===== config.mk =====
export PLATFORM = sky130hd
export DESIGN_NAME = video_timing_generator
export DESIGN_NICKNAME = d
export VERILOG_FILES = /design/src/rtl/video_timing_generator.sv
export SDC_FILE = /design/constraint.sdc
export NUM_CORES = 1
export LEC_CHECK = 0
export ABC_AREA = 1
export CORE_ASPECT_RATIO = 2
export CORE_MARGIN = 1
export CORE_UTILIZATION = 49
export DETAILED_ROUTE_END_ITERATION = 7
export PLACE_DENSITY = 0.71
export SLEW_MARGIN = 20
export SYNTH_ARGS = -nofsm -noshare
export SYNTH_HDL_FRONTEND = slang
export SYNTH_SLANG_ARGS = --single-unit
export TNS_END_PERCENT = 30

===== constraint.sdc =====
create_clock -name clk -period 2 [get_ports clk]
set_input_delay 0.6 -clock clk [delete_from_list [all_inputs] [get_ports clk]]
set_output_delay 0.6 -clock clk [all_outputs]
set_load 0.005 [all_outputs]

===== src/rtl/video_timing_generator.sv =====
// video_timing_generator: parameterised raster timing with registered video outputs and graceful end-of-frame stop
module video_timing_generator #(
  parameter int H_VISIBLE = 640,
  parameter int H_FRONT   = 16,
  parameter int H_SYNC    = 96,
  parameter int H_BACK    = 48,
  parameter int V_VISIBLE = 480,
  parameter int V_FRONT   = 10,
  parameter int V_SYNC    = 2,
  parameter int V_BACK    = 33,
  parameter bit HSYNC_POL = 1'b0,
  parameter bit VSYNC_POL = 1'b0,
  parameter int X_WIDTH   = 12,
  parameter int Y_WIDTH   = 12
) (
  input  logic               clk,
  input  logic               reset,
  input  logic               enable,
  output logic               busy,
  output logic               de,
  output logic               hsync,
  output logic               vsync,
  output logic [X_WIDTH-1:0] x,
  output logic [Y_WIDTH-1:0] y,
  output logic               frame_start,
  output logic               line_end
);
  localparam int H_TOTAL = H_VISIBLE + H_FRONT + H_SYNC + H_BACK;
  localparam int V_TOTAL = V_VISIBLE + V_FRONT + V_SYNC + V_BACK;
  localparam logic [X_WIDTH-1:0] H_LAST = X_WIDTH'(H_TOTAL - 1);
  localparam logic [X_WIDTH-1:0] H_VIS  = X_WIDTH'(H_VISIBLE);
  localparam logic [X_WIDTH-1:0] H_SS   = X_WIDTH'(H_VISIBLE + H_FRONT);
  localparam logic [X_WIDTH-1:0] H_SE   = X_WIDTH'(H_VISIBLE + H_FRONT + H_SYNC);
  localparam logic [Y_WIDTH-1:0] V_LAST = Y_WIDTH'(V_TOTAL - 1);
  localparam logic [Y_WIDTH-1:0] V_VIS  = Y_WIDTH'(V_VISIBLE);
  localparam logic [Y_WIDTH-1:0] V_SS   = Y_WIDTH'(V_VISIBLE + V_FRONT);
  localparam logic [Y_WIDTH-1:0] V_SE   = Y_WIDTH'(V_VISIBLE + V_FRONT + V_SYNC);

  typedef enum logic [1:0] {IDLE, RUN, STOPPING} state_t;

  state_t             state, state_n;
  logic [X_WIDTH-1:0] h, h_n;
  logic [Y_WIDTH-1:0] v, v_n;
  logic               run, h_last, v_last;

  assign run    = state != IDLE;
  assign busy   = run;
  assign h_last = h == H_LAST;
  assign v_last = v == V_LAST;

  always_comb begin
    state_n = state;
    unique case (state)
      IDLE:     state_n = enable ? RUN : IDLE;
      RUN:      state_n = enable ? RUN : STOPPING;
      STOPPING: state_n = enable ? RUN : (h_last && v_last) ? IDLE : STOPPING;
      default:  state_n = IDLE;
    endcase
    h_n = run ? (h_last ? '0 : h + 1'b1) : '0;
    v_n = run ? (h_last ? (v_last ? '0 : v + 1'b1) : v) : '0;
  end

  // Outputs describe the counter value held before this edge, giving latency 1
  always_ff @(posedge clk or posedge reset) begin
    if (reset) begin
      state       <= IDLE;
      h           <= '0;
      v           <= '0;
      de          <= 1'b0;
      hsync       <= ~HSYNC_POL;
      vsync       <= ~VSYNC_POL;
      x           <= '0;
      y           <= '0;
      frame_start <= 1'b0;
      line_end    <= 1'b0;
    end else begin
      state       <= state_n;
      h           <= h_n;
      v           <= v_n;
      de          <= run && h < H_VIS && v < V_VIS;
      hsync       <= (run && h >= H_SS && h < H_SE) ? HSYNC_POL : ~HSYNC_POL;
      vsync       <= (run && v >= V_SS && v < V_SE) ? VSYNC_POL : ~VSYNC_POL;
      x           <= run ? h : '0;
      y           <= run ? v : '0;
      frame_start <= run && h == '0 && v == '0;
      line_end    <= run && h_last;
    end
  end
endmodule


Word level (Yosys, flattened, before mapping)

Index checks and enable logic that the tools add are counted.
Widths: inputs -> output; s select.

Add/sub/neg operators: 2
$mul: 0
Divide/modulo/power cells: 0
Magnitude comparators: 6
Equal/unequal tests: 5
Shift operators: 0
Mux-type cells: 14
Bitwise operators: 0
Reduce and logical (&&, ||, !) cells: 14

Operator list:

| kind                  | count |
|---|---|
| $mux 12               | 7 |
| $add 12x1->12 const B | 2 |
| $eq 12x10->1 const B  | 2 |
| $logic_not 12->1      | 2 |
| $lt 12x10->1 const B  | 2 |
| $lt 12x9->1 const B   | 2 |
| $ge 12x10->1 const B  | 1 |
| $ge 12x9->1 const B   | 1 |
| $logic_and 1x1->1     | 10 |
| $mux 2                | 3 |
| $pmux 2 s3            | 1 |
| $mux 1                | 3 |
| $eq 2x1->1 const B    | 1 |
| $eq 2x2->1 const B    | 1 |
| $logic_not 2->1       | 1 |
| $ne 2x1->1 const B    | 1 |
| $reduce_bool 2->1     | 1 |

Bits in registers: 55
Latch bits: 0
Memory bits (writable): 0
Bits in read-only memories: 0
Output and inout port bits: 30
Word-level logic and storage cells: 51
Memories: 0

Depth between registers and ports, before layout

Gate-level depths: netlist (run 1).

Depth in word-level cells: 5
Gate-level depth with buffers: 9
Gate-level depth less buffers: 9

Least setup slack after synthesis (run 1)

OpenSTA, ideal clock, no wires.

Path type: flip-flop to flip-flop
From: register v[0]
To: register state[1]
Setup time: 121 ps
Arrival: 1190 ps
Path slack: 689 ps
Stages on the path, launching flop included: 8
Clock period less this slack: 1311 ps
Path through: dfrtp_1 > inv_1 > ha_1 > inv_1 > nor2_1 > nand4_2 > nor3_1 > nor2_1

Longest elaborated chain between the ends: 5

RTL lines:

| item                   | RTL line | text |
|---|---|---|
| start, declared        | 43       | `logic [Y_WIDTH-1:0] v, v_n;` |
| start signal, assigned | 79       | `v <= v_n;` |
| $eq 12x10->1           | 49       | `assign v_last = v == V_LAST;` |
| $logic_and 1x1->1      | 56       | `STOPPING: state_n = enable ? RUN : (h_last && v_last) ? IDLE : STOPPING;` |
| $mux 2 (2 in a row)    | 56       |  |
| $pmux 2 s3             | 53       | `unique case (state)` |
| net state_n[1]         | 41       | `state_t state, state_n;` |
| end signal, assigned   | 77       | `state <= state_n;` |
| end, declared          | 41       |  |

The timed path passes the listed nets, and every way through them passes these cells.
A chain may end at the register's enable or synchronous reset.

Worst setup path after layout (run 1)

From: register hsync
To: output hsync

RTL lines:

| item                   | RTL line | text |
|---|---|---|
| start, declared        | 21       | `output logic hsync,` |
| start signal, assigned | 70       | `hsync <= ~HSYNC_POL;` |
| start signal, assigned | 81       | `hsync <= (run && h >= H_SS && h < H_SE) ? HSYNC_POL : ~HSYNC_POL;` |

No word-level cell between the ends.

==> key figures, run 1 <==
Logic synthesis
  – Yosys top cell by area: dfrtp_1
  – Yosys Warn Count: 0
  – Synth top area share: 53.2%
  – Netlist cell types: 27
  – Synth Net Count: around 280
  – Post-synthesis sequential area ratio: 55.3%
  – Synth Instances: approximately 280
  – Synth Area per Inst: 9.04 um^2
  – Synth top area cells: dfrtp_1, nor2_1, nand2_1, inv_1, nand3_1
  – Yosys reg bits: 55
  – Cell area after synthesis: 2490 um^2

Global route
  – First-pass GRT wire length: around 9 mm
  – Final global-route overflow total: 0
  – Initial antenna violation count: 0
  – Vias in the first global route: 1996
  – Largest net degree at the start of global routing: 56
  – Tot GR Track Use: a little under a quarter

Timing
  – Setup Skew: approximately 0.0047 ns
  – Relative slew slack: 77.1%
  – Final Hold Viols: 0
  – Final period util: 95.4%
  – Max Clock Freq: between 500 and 600 MHz
  – WHS: 0.488 ns
  – Setup TNS: 0 ns
  – RSZ-0062 raised after global routing: false
  – Final setup vio count: 0
  – Max-slew violation count: 0
  – Worst-margin pin slew: around 0.34 ns
  – Fin crit period: 1.91 ns

Min path
  – Hold wc startpoint: h[0]
  – Hold path depth: 1
  – HP Class: reg2reg
  – Hold Path Sink: h[0]

Floorplanning
  – DIE WIDTH: 52.5 um
  – Chip height: 103 um
  – Starting density of the core: 51.3%
  – Die Area: 5400 um^2
  – Rows: 36
  – I/O pin cnt: 33
  – CORE AREA: just under 5000 um^2

Worst setup path
  – CP Class: reg2out
  – Slowest cell on the critical path: dfstp_2
  – CP arrival: 1.31 ns
  – Worst setup EP type: primary output
  – Number of stages on the worst setup path: 1
  – Reg-to-reg startpoint: v[0]
  – Max stage delay on crit path: 0.52 ns
  – Required time of the critical path: 1.40 ns
  – Reg2reg end: state[1]
  – Crit-path leading delay family: flip-flops
  – Worst R2R Setup Slack: 0.41 ns
  – Startpoint types: flop
  – Buf/Inv on CP: 1
  – CP Cell Sequence: clkdlybuf4s50_1
  – R2r worst-path depth: 7
  – Crit-path max FO: 1

Clock tree
  – Worst skew pair latency: 0.30 ns
  – CTS Sinks: 55
  – CTS tree: done
  – CTS H-tree depth: 2
  – Clk buf depth: 2
  – Reg clk slew, reported paths: 0.09 ns
  – CTS Buf Count: 5
  – CTS root buf: clkbuf_8

Finish
  – Fill count: 429
  – # nets final: 322
  – Diodes inserted: 0
  – Commonest non-fill, non-tap cells in the layout: dfrtp_1, nor2_1, nand2_1
  – FF/Latch Area: 1380 um^2
  – Most common cell after layout, fill and taps aside: dfrtp_1
  – Area of the multi-input gates: 955 um^2
  – Layout area overhead: 20.6%
  – Share of layout cells above drive strength 1: 12.7%

Route
  – Number of remaining DRC errors: 0
  – Initial DRC Count: 45
  – Vias per cell: 5.38
  – Routed len/inst: 14.3 um
  – Vias: about 2000
  – WL final: 5.35 mm
  – ANT nets after route: 0
  – TritonRoute pass-1 iters: 4

Placed design
  – RD Place Congestion: 0.913
  – Port Buffer Count: 32
  – Dpl hpwl: 3.78 mm

Power and ir drop
  – Leakage: 1.42 nW
  – Power per cell area: 678 nW/um^2
  – VDD IR max: ~0.7 mV

Flow run
  – Max-cap violations: 0

Status
  – Status: finished, final reports clean
report_power, final:
| group | internal [W] | switching (W) | leakage [nW] |
|---|---|---|---|
| Sequential | 0.00115 | 0.0000235 | 0.750 |
| Clock | 0.000317 | 0.000341 | 0.0515 |
| Combinational | 0.0000866 | 0.000123 | 0.614 |
| Total | 0.00155 | 0.000487 | 1.42 |
registers in the layout (all words and copies together) (netlist names):
signal and count:
y 12, v 12, h 12, state 2
frame_start 1, x 12, line_end 1, vsync 1
hsync 1, de 1
routing by layer:
layer,share of wire (%),global-route usage [%]
met1,36,22.6
met2,58,43.7
met3,3.3,4.13
met4,2.8,11.3
met5,0,0
how the worst max path moves through the flow:
stage / start / to
floorplan: reset / de
global placement: state[0] / busy
detailed placement: state[0] / busy
CTS: state[1] / busy
global route: hsync / hsync
finish: hsync / hsync
area by class of cell:
cell class              instances  area share (%)
clock buffers                   8            3.33
inverters                      34            4.33
multi-input cells             182            31.7
flip-flops and latches         55            45.8
well taps                      57            2.37
repair buffers                 37            12.4
metrics by stage:
stage	instances	setup slack (ns)	total power (W)	util (%)	instance area, um^2
floorplan	276	0.0604	0.00131	-	2490
global placement	362	0.257	0.00139	59.2	2880
detailed placement	362	0.240	0.00140	59.2	2880
CTS	372	0.00290	0.00206	61.6	3000
global route	373	0.0613	0.00212	61.8	3010
finish	373	0.0926	0.00204	61.8	3010
cells by family after synthesis:
| group | Yosys count | synth area share [%] |
|---|---|---|
| buffers and inverters | 39 | 6.47 |
| XOR/XNOR | 7 | 2.46 |
| adder cells (fa/ha/maj) | 4 | 2.01 |
| AO/OA/AOI/OAI | 15 | 3.11 |
| AND/OR/NAND/NOR | 156 | 30.7 |
| flip-flops | 55 | 55.3 |
Yosys cell counts (all sizes together):
cell    number
xor2         7
nand2       44
buf          5
nor3        13
ha           4
nand4       12
a21oi        2
o21ai       12
dfstp        2
a21boi       1
nand3b       1
dfrtp       53
nor2        61
nor4         2
inv         34
nand3       23
what timing repair did:
action                                  in CTS  in global routing
hold endpoints to repair                     0                  0
gates resized for setup                      1                  1
hold buffers                                 0                  0
endpoints found under the setup margin       1                  1
setup buffers                                2                  1
pin swaps                                    1                  1
cloned                                       0                  0
Power figures use the tool's default switching activity.
==> run 2, diff against run 1 <==
--- a/config.mk
+++ b/config.mk
@@ -6,11 +6,13 @@
 export NUM_CORES = 1
 export LEC_CHECK = 0
 export ABC_AREA = 1
+export CELL_PAD_IN_SITES_DETAIL_PLACEMENT = 0
+export CELL_PAD_IN_SITES_GLOBAL_PLACEMENT = 1
 export CORE_ASPECT_RATIO = 2
 export CORE_MARGIN = 1
-export CORE_UTILIZATION = 49
+export CORE_UTILIZATION = 37
 export DETAILED_ROUTE_END_ITERATION = 7
-export PLACE_DENSITY = 0.71
+export PLACE_DENSITY = 0.7
 export SLEW_MARGIN = 20
 export SYNTH_ARGS = -nofsm -noshare
 export SYNTH_HDL_FRONTEND = slang
==> run 2 against run 1 <==
Compared with the run above: maximum frequency decreased by 1.1%; die area rose by 31%; core utilization decreased by 14 points; combinational power about the same; worst hold slack got worse by 0.0032 ns; non-clock buffer count unchanged; critical path depth increased by 2; sequential share of layout area is 1.6 points lower; register-to-register slack about the same; cell count rose by 8.3%; sequential power hardly changed; count of clock-buffer cells in the layout shrank 2; critical endpoint is now busy.
==> key figures, run 2 (synthesized netlist as in run 1, its figures left out) <==
Finish
  – Area of the multi-input gates: 955 um^2 (unchanged)
  – Diodes inserted: 0 (unchanged)
  – Most common cell after layout, fill and taps aside: dfrtp_1
  – Fin area: 3120 um^2 (+3.7%)
  – Fill count: 667 (+55%)
  – Share of layout cells above drive strength 1: 13.0% (+0.32 points)
  – FF/Latch Area: 1380 um^2 (unchanged)
  – # nets final: 322 (unchanged)
  – Commonest non-fill, non-tap cells in the layout: dfrtp_1, nor2_1, nand2_1
  – Layout area overhead: 25.0%

Floorplanning
  – Starting density of the core: 38.0% (-13 points)
  – DIE WIDTH: 60.1 um (+15%)
  – I/O pin cnt: 33 (unchanged)
  – Rows: 42 (+17%)
  – Die Area: 7100 um^2 (+31%)
  – CORE AREA: 6570 um^2 (+35%)
  – Chip height: 118 um (+15%)

Timing
  – Relative slew slack: 74.1% (-3.0 points)
  – Fin crit period: 1.93 ns (+0.0216 ns)
  – Final period util: 96.4% (+1.1 points)
  – Final setup vio count: 0 (unchanged)
  – Final Hold Viols: 0 (unchanged)
  – Max-slew violation count: 0 (unchanged)
  – Setup Skew: 0.00423 ns (-0.000454 ns)
  – Setup TNS: 0 ns (unchanged)
  – RSZ-0062 raised after global routing: false
  – Final worst setup slack: 0.0710 ns (-0.0216 ns)
  – Max Clock Freq: 518 MHz (-1.1%)
  – Worst-margin pin slew: 0.385 ns (+0.0419 ns)

Global route
  – Largest net degree at the start of global routing: 42 (-25%)
  – Initial antenna violation count: 0 (unchanged)
  – Final global-route overflow total: 0 (unchanged)
  – Vias in the first global route: 2087 (+4.6%)
  – First-pass GRT wire length: 10.0 mm (+11%)
  – Tot GR Track Use: 19.7% (-3.3 points)

Route
  – WL final: 5.95 mm (+11%)
  – Number of remaining DRC errors: 0 (unchanged)
  – Routed len/inst: 14.7 um (+2.7%)
  – ANT nets after route: 0 (unchanged)
  – Initial DRC Count: 87 (+93%)
  – Vias: 1982 (-1.2%)
  – TritonRoute pass-1 iters: 4 (unchanged)
  – Vias per cell: 4.91 (-8.8%)

Worst setup path
  – Slowest cell on the critical path: clkdlybuf4s50_1
  – Crit-path max FO: 2 (+1)
  – CP Cell Sequence: nor2_4, inv_4, clkdlybuf4s50_1
  – Crit-path leading delay family: buffers and inverters
  – Reg-to-reg startpoint: h[0]
  – Max stage delay on crit path: 0.43 ns (-0.09 ns)
  – CP arrival: 1.33 ns (+0.02 ns)
  – Worst setup startpoint: state[0]
  – Worst setup EP type: primary output
  – Startpoint types: flop
  – Required time of the critical path: 1.40 ns (about the same)
  – Worst R2R Setup Slack: 0.42 ns (about the same)
  – CP Class: reg2out
  – Buf/Inv on CP: 2 (+1)

Power and ir drop
  – Power per cell area: 768 nW/um^2 (+13%)
  – VDD IR max: 0.578 mV (-16%)
  – Leakage: 1.44 nW (+1.9%)
  – Total power: 0.00240 W (+18%)

Placed design
  – Area after DPL: 2930 um^2 (+1.6%)
  – Dpl hpwl: 4.40 mm (+16%)
  – Place WS: 0.206 ns (-0.0333 ns)
  – Port Buffer Count: 32 (unchanged)
  – RD Place Congestion: 0.827 (-9.4%)

Flow run
  – Max-cap violations: 0 (unchanged)

Clock tree
  – CTS root buf: clkbuf_16
  – CTS Buf Count: 5 (unchanged)
  – Clk buf depth: 2 (unchanged)
  – Worst skew pair latency: 0.29 ns (about the same)
  – # hold bufs at CTS: 0 (unchanged)
  – CTS tree: done
  – CTS H-tree depth: 2 (unchanged)
  – Reg clk slew, reported paths: 0.07 ns (-0.02 ns)
  – CTS Sinks: 55 (unchanged)

Status
  – Status: finished, final reports clean

Min path
  – Hold wc startpoint: h[0]
  – HP Class: reg2reg
==> run 2: through the flow <==
step                      hold slack (ns)  util [%]  instances
final                               0.485      47.5        404
after global routing                0.514      47.5        404
after global placement              0.472      44.6        394
after CTS                           0.488      47.5        404
after detailed placement            0.479      44.6        394
after floorplan                     0.451         -        276
==> run 2: power by group <==
| group | total [W] | switching (W) | internal [W] |
|---|---|---|---|
| Sequential | 0.00117 | 0.0000250 | 0.00115 |
| Combinational | 0.000207 | 0.000121 | 0.0000864 |
| Clock | 0.00101 | 0.000392 | 0.000623 |
| Total | 0.00240 | 0.000537 | 0.00186 |
==> run 2: cell type report <==
| type | count | area share (%) |
|---|---|---|
| inverters | 34 | 4.17 |
| flip-flops and latches | 55 | 44.2 |
| repair buffers | 37 | 11.9 |
| well taps | 88 | 3.53 |
| clock inverters | 2 | 1.12 |
| clock buffers | 6 | 4.45 |
| multi-input cells | 182 | 30.6 |
==> run 2: final timing paths <==
path,to,cells after the start
worst min-delay path,h[0],1
worst max-delay path,busy,3
worst min register to register,h[0],1
max in group asynchronous,vsync,3
worst max register to register,h[3],8
min in group asynchronous,y[2],3
==> run 2: layer usage <==
metal  vias up  share of wire [%]  wire, um  track usage [%]
met2        44                 58      3420             33.8
met4         0                4.9       290             13.2
met3        17                2.5       146             3.39
li1        963                  -         -                -
met5         -                  0         0                0
met1       958                 35      2090             20.7
==> run 2: what timing repair did <==
action	CTS	global route
endpoints found under the hold margin	0	0
gates resized for setup	1	0
setup buffers	2	0
setup endpoints to repair	1	0
